[src/rtl/axi_lite_read_master.sv]
// axi_lite_read_master
//   Single-outstanding AXI4-Lite read master. A command (address) from local
//   control logic is turned into one AR/R transaction; the read data and
//   response code are returned on a buffered response port. A wait-cycle
//   watchdog aborts a transaction whose slave never answers.
//
// Ports
//   ACLK, ARSTn        clock (rising edge), asynchronous active-low reset
//   cmd_valid/ready    command handshake, cmd_addr sampled on handshake
//   rsp_valid/ready    response handshake; rsp_data, rsp_resp, rsp_timeout held
//   rd_count           completed responses (normal and timed out), wraps
//   ARADDER/ARVALID/ARREADY   AXI read-address channel
//   RDATA/RRESP/RVALID/RREADY AXI read-data channel
module axi_lite_read_master #(
   parameter int unsigned ADDR_W  = 32,
   parameter int unsigned DATA_W  = 32,
   parameter int unsigned TIMEOUT = 16
) (
   input  logic              ACLK,
   input  logic              ARSTn,
   input  logic              cmd_valid,
   output logic              cmd_ready,
   input  logic [ADDR_W-1:0] cmd_addr,
   output logic              rsp_valid,
   input  logic              rsp_ready,
   output logic [DATA_W-1:0] rsp_data,
   output logic [1:0]        rsp_resp,
   output logic              rsp_timeout,
   output logic [15:0]       rd_count,
   output logic [ADDR_W-1:0] ARADDER,
   output logic              ARVALID,
   input  logic              ARREADY,
   input  logic [DATA_W-1:0] RDATA,
   input  logic [1:0]        RRESP,
   input  logic              RVALID,
   output logic              RREADY
);

   // Watchdog counter must hold 0..TIMEOUT; keep one bit when disabled.
   localparam int unsigned     CntW    = (TIMEOUT != 0) ? $clog2(TIMEOUT + 1) : 1;
   localparam logic [CntW-1:0] CntLast = CntW'((TIMEOUT != 0) ? TIMEOUT - 1 : 0);
   localparam bit              WdEn    = (TIMEOUT != 0);

   localparam logic [1:0] StIdle = 2'd0;
   localparam logic [1:0] StAddr = 2'd1;
   localparam logic [1:0] StData = 2'd2;
   localparam logic [1:0] StResp = 2'd3;

   logic [1:0]        state_q, state_d;
   logic              cmd_ready_q, cmd_ready_d;
   logic              arvalid_q, arvalid_d;
   logic [ADDR_W-1:0] araddr_q, araddr_d;
   logic              rready_q, rready_d;
   logic              rsp_valid_q, rsp_valid_d;
   logic [DATA_W-1:0] rsp_data_q, rsp_data_d;
   logic [1:0]        rsp_resp_q, rsp_resp_d;
   logic              rsp_timeout_q, rsp_timeout_d;
   logic [15:0]       rd_count_q, rd_count_d;
   logic [CntW-1:0]   cnt_q, cnt_d;

   logic ar_hs, r_hs, expire;

   assign ar_hs  = arvalid_q & ARREADY;
   assign r_hs   = rready_q & RVALID;
   assign expire = WdEn && (cnt_q == CntLast);

   always_comb begin
      state_d       = state_q;
      cmd_ready_d   = cmd_ready_q;
      arvalid_d     = arvalid_q;
      araddr_d      = araddr_q;
      rready_d      = rready_q;
      rsp_valid_d   = rsp_valid_q;
      rsp_data_d    = rsp_data_q;
      rsp_resp_d    = rsp_resp_q;
      rsp_timeout_d = rsp_timeout_q;
      rd_count_d    = rd_count_q;
      cnt_d         = cnt_q;

      case (state_q)
         StIdle: begin
            if (cmd_valid && cmd_ready_q) begin
               araddr_d    = cmd_addr;
               arvalid_d   = 1'b1;
               cmd_ready_d = 1'b0;
               cnt_d       = '0;
               state_d     = StAddr;
            end else begin
               cmd_ready_d = 1'b1;
            end
         end
         StAddr: begin
            if (ar_hs) begin
               arvalid_d = 1'b0;
               rready_d  = 1'b1;
               cnt_d     = '0;
               state_d   = StData;
            end else if (expire) begin
               // Hang recovery: drops ARVALID without a handshake.
               arvalid_d     = 1'b0;
               rready_d      = 1'b0;
               rsp_data_d    = '0;
               rsp_resp_d    = 2'b10;
               rsp_timeout_d = 1'b1;
               rsp_valid_d   = 1'b1;
               state_d       = StResp;
            end else begin
               cnt_d = cnt_q + CntW'(1);
            end
         end
         StData: begin
            if (r_hs) begin
               rsp_data_d    = RDATA;
               rsp_resp_d    = RRESP;
               rsp_timeout_d = 1'b0;
               rready_d      = 1'b0;
               rsp_valid_d   = 1'b1;
               state_d       = StResp;
            end else if (expire) begin
               arvalid_d     = 1'b0;
               rready_d      = 1'b0;
               rsp_data_d    = '0;
               rsp_resp_d    = 2'b10;
               rsp_timeout_d = 1'b1;
               rsp_valid_d   = 1'b1;
               state_d       = StResp;
            end else begin
               cnt_d = cnt_q + CntW'(1);
            end
         end
         StResp: begin
            if (rsp_ready) begin
               rsp_valid_d = 1'b0;
               rd_count_d  = rd_count_q + 16'd1;
               cmd_ready_d = 1'b1;
               state_d     = StIdle;
            end
         end
         default: state_d = StIdle;
      endcase
   end

   always_ff @(posedge ACLK or negedge ARSTn) begin
      if (!ARSTn) begin
         state_q       <= StIdle;
         cmd_ready_q   <= 1'b0;
         arvalid_q     <= 1'b0;
         araddr_q      <= '0;
         rready_q      <= 1'b0;
         rsp_valid_q   <= 1'b0;
         rsp_data_q    <= '0;
         rsp_resp_q    <= 2'b00;
         rsp_timeout_q <= 1'b0;
         rd_count_q    <= 16'd0;
         cnt_q         <= '0;
      end else begin
         state_q       <= state_d;
         cmd_ready_q   <= cmd_ready_d;
         arvalid_q     <= arvalid_d;
         araddr_q      <= araddr_d;
         rready_q      <= rready_d;
         rsp_valid_q   <= rsp_valid_d;
         rsp_data_q    <= rsp_data_d;
         rsp_resp_q    <= rsp_resp_d;
         rsp_timeout_q <= rsp_timeout_d;
         rd_count_q    <= rd_count_d;
         cnt_q         <= cnt_d;
      end
   end

   assign cmd_ready   = cmd_ready_q;
   assign ARVALID     = arvalid_q;
   assign ARADDER     = araddr_q;
   assign RREADY      = rready_q;
   assign rsp_valid   = rsp_valid_q;
   assign rsp_data    = rsp_data_q;
   assign rsp_resp    = rsp_resp_q;
   assign rsp_timeout = rsp_timeout_q;
   assign rd_count    = rd_count_q;

endmodule

[config.mk]
export PLATFORM = sky130hd
export DESIGN_NAME = axi_lite_read_master
export DESIGN_NICKNAME = d
export VERILOG_FILES = /design/src/rtl/axi_lite_read_master.sv
export SDC_FILE = /design/constraint.sdc
export NUM_CORES = 1
export LEC_CHECK = 0
export BUFFER_PORTS_ARGS = -buffer_cell sky130_fd_sc_hd__clkbuf_2
export CORE_MARGIN = 5
export CORE_UTILIZATION = 43
export CTS_CLUSTER_SIZE = 24
export DETAILED_ROUTE_END_ITERATION = 10
export GPL_ROUTABILITY_DRIVEN = 0
export MAX_ROUTING_LAYER = met4
export PLACE_DENSITY = 0.77
export SYNTH_ARGS = -nofsm -noshare
export SYNTH_HDL_FRONTEND = slang
export SYNTH_SLANG_ARGS = --single-unit
[constraint.sdc]
create_clock -name ACLK -period 1.6 [get_ports ACLK]
set_clock_uncertainty 0.1 [all_clocks]
set_input_delay 0.32 -clock ACLK [delete_from_list [all_inputs] [get_ports ACLK]]
set_output_delay 0.32 -clock ACLK [all_outputs]
set_load 0.005 [all_outputs]
==> flow_metrics.py <==
metrics = {
    "grt": {
        "grt_pass1_wl_um": 16100,
        "grt_pass1_vias": 3136,
        "grt.overflow.total": 0,
        "antenna_found_initial": 0,
        "grt_max_degree": 95,
        "grtUsageTotal_pct": 18.7,
    },
    "detailed_routing": {
        "drtPass1Iterations": 4,
        "avgViaCountPerCell": 5.25,
        "routed_wl_um": 10600,
        "first_iter_violations": 95,
        "postRouteAntennaNets": 0,
        "wire_per_inst_um": 18.2,
        "vias": 3074,
        "drc": 0,
    },
    "clocking": {
        "root_buffer": "clkbuf_8",
        "path_clk_slew_ns": 0.10,
        "numCtsBuffers": 9,
        "clock_latency_ns": 0.35,
        "cts_sinks": 94,
        "clock_path_buffers": 2,
        "cts_max_level": 3,
        "cts_tree": "built",
    },
    "timing": {
        "max_slew_margin_pct": 67.1,
        "rsz0062_at_grt": "true",
        "clock.fmax_mhz": 586,
        "fin_crit_sh_pct": 107,
        "tightest_slew_ns": 0.494,
        "fin_ws_ns": -0.106,
        "fin_crit_ns": 1.71,
        "finalHoldViolCount": 0,
        "setup_violations": 47,
        "maxSlewViolCount": 0,
    },
    "critical_path": {
        "cp_max_fo": 3,
        "worstPathArrival_ns": 1.89,
        "path_cells": "inv_2, ha_4, buf_4, nor3_4, or3_4, nor3_4, mux2_4",
        "max_stage_delay_ns": 0.42,
        "r2r_cells": 7,
        "path_common_cell": "nor3_4",
        "critPathTopFamily": "simple AND/OR/NAND/NOR gates",
        "slowest_stage": "dfrtp_1",
        "critPathCaptureType": "flip-flop",
        "worstPathRequired_ns": 1.78,
        "worst-path-buf-inv": 2,
        "start_kind": "flip-flop",
        "crit_type": "reg -> reg",
        "critical_path_depth": 7,
    },
    "synth": {
        "ys_ff_latch": 94,
        "synth_edf_count": 0,
        "synthArstFlopShare_pct": 100,
        "synth_nets": 353,
        "synth_warnings": 0,
        "avgSynthCellArea_um2": 13.9,
        "ys_seq_area_share_pct": 61.8,
        "ys.flop_type": "dfrtp_1",
        "ys_types": 39,
        "syn-cell-area_mm2": 0.00381,
        "synth_cells": 274,
    },
    "die": {
        "rows": 34,
        "dieArea_mm2": 0.0108,
        "die_y_um": 104,
        "initial_core_util_pct": 43.9,
        "core_area_mm2": 0.00868,
        "die_x_um": 104,
        "io_pins": 159,
    },
    "min_path": {
        "worstHoldPathCells": 2,
        "worst_hold_path_type": "in -> reg",
    },
    "finish": {
        "final_cells": 585,
        "drive_gt1_share_pct": 60.0,
        "finalInstanceArea_mm2": 0.00558,
        "synthToLayoutAreaGrowth_pct": 46.4,
        "final_common_cell": "clkbuf_2",
        "fin_nets": 551,
        "final_cell_mix": "clkbuf_2 (157), dfrtp_1 (93), a22o_1 (34)",
        "antenna_cells": 0,
    },
    "power_and_ir_drop": {
        "power_density_mw_per_mm2": 1590,
        "vdd_drop_max_mv": 0.674,
        "total_leakage_power_nw": 2.82,
    },
    "run": {
        "maxCapViolCount": 0,
    },
    "placement": {
        "hpwl_um": 7170,
        "place_area_mm2": 0.00497,
        "io_buffer_count": 158,
        "placed_cells": 551,
    },
    "status": {
        "outcome": "finished, violations left",
        "failed_checks": "negative setup slack",
    },
}
## worst paths after layout
kind / from / slack [ns] / end
worst min register to register: rd_count[15]$_DFFE_PN0P_ / 0.38 / rd_count[15]$_DFFE_PN0P_
min in group asynchronous: ARSTn / 0.46 / ARADDER[4]$_DFFE_PN0P_
max in group asynchronous: ARSTn / 0.52 / state_q[1]$_DFFE_PN0P_
worst max register to register: state_q[0]$_DFFE_PN0P_ / -0.11 / cnt_q[0]$_DFFE_PN0P_
worst min-delay path: RDATA[7] / 0.09 / rsp_data[7]$_DFFE_PN0P_
worst max-delay path: state_q[0]$_DFFE_PN0P_ / -0.11 / cnt_q[0]$_DFFE_PN0P_
## state kept, by name, summed over array words and instances, names as in the netlist
register	flops
ARADDER	32
state_q	2
ARVALID	1
rsp_timeout	1
rsp_resp	2
cnt_q	5
rd_count	16
rsp_valid	1
rsp_data	32
cmd_ready	1
RREADY	1
## cell usage after synthesis (all sizes together) (3+ instances only)
| library cell | count | area [um2] |
|---|---|---|
| a21oi | 5 | 25.0 |
| a22o | 34 | 298 |
| a31oi | 3 | 18.8 |
| and3 | 4 | 30.0 |
| buf | 10 | 71.3 |
| dfrtp | 94 | 2350 |
| ha | 7 | 87.6 |
| inv | 5 | 18.8 |
| mux2 | 34 | 383 |
| nand2 | 9 | 33.8 |
| nand3 | 7 | 45.0 |
| nand4 | 4 | 25.0 |
| nor2 | 8 | 30.0 |
| nor3 | 6 | 50.1 |
| o21ai | 9 | 45.0 |
| xnor2 | 12 | 105 |
| xor2 | 3 | 26.3 |
## routing by layer
layer	part of all wire (%)	vias up	GRT usage, %	wire length, um
met3	5.5	20	4.10	586
li1	-	1399	-	-
met4	1.8	0	5.74	192
met1	43	1533	23.3	4530
met5	0	-	-	0
met2	50	122	30.7	5310
## final cells by class
type,count,area [um2]
clock buffers,10,128
clock inverters,6,67.6
fillers,654,3100
inverters,5,21.3
multi-input cells,165,1620
flip-flops and latches,94,2350
well taps,108,135
repair buffers,197,1250
## kinds of logic after synthesis
family,Yosys count,synth area share (%)
AO/OA/AOI/OAI,63,12.7
XOR/XNOR,15,3.45
adder cells (fa/ha/maj),7,2.30
buffers and inverters,15,2.37
flip-flops,94,61.8
multiplexers,34,10.1
AND/OR/NAND/NOR,46,7.36
## per-stage QoR
stage	power [W]	hold slack (ns)	TNS (ns)	setup WS, ns	utilization [%]
after global placement	0.00655	0.306	-3.54	-0.106	57.2
after floorplan	0.00520	-0.0756	-2.77	-0.0925	-
after CTS	0.00858	0.0693	-3.29	-0.0961	61.8
after detailed placement	0.00669	0.312	-6.12	-0.164	57.2
after global routing	0.00937	0.0664	-7.08	-0.172	64.2
final	0.00885	0.0873	-3.90	-0.106	64.2
## where the power goes
part / switching [W] / total (W) / internal, W
registers: 0.000515 / 0.00366 / 0.00315
logic: 0.00157 / 0.00363 / 0.00206
clock network: 0.000830 / 0.00156 / 0.000732
## repair_timing
item | CTS | global route
endpoints found under the setup margin | 61 | 82
resized for setup | 28 | 15
buffers inserted | 5 | 7
gates cloned | 1 | 4
hold endpoints to repair | 94 | 0
pin swaps | 14 | 15
hold buffers | 1 | 0
(Power assumes the default switching activity.)
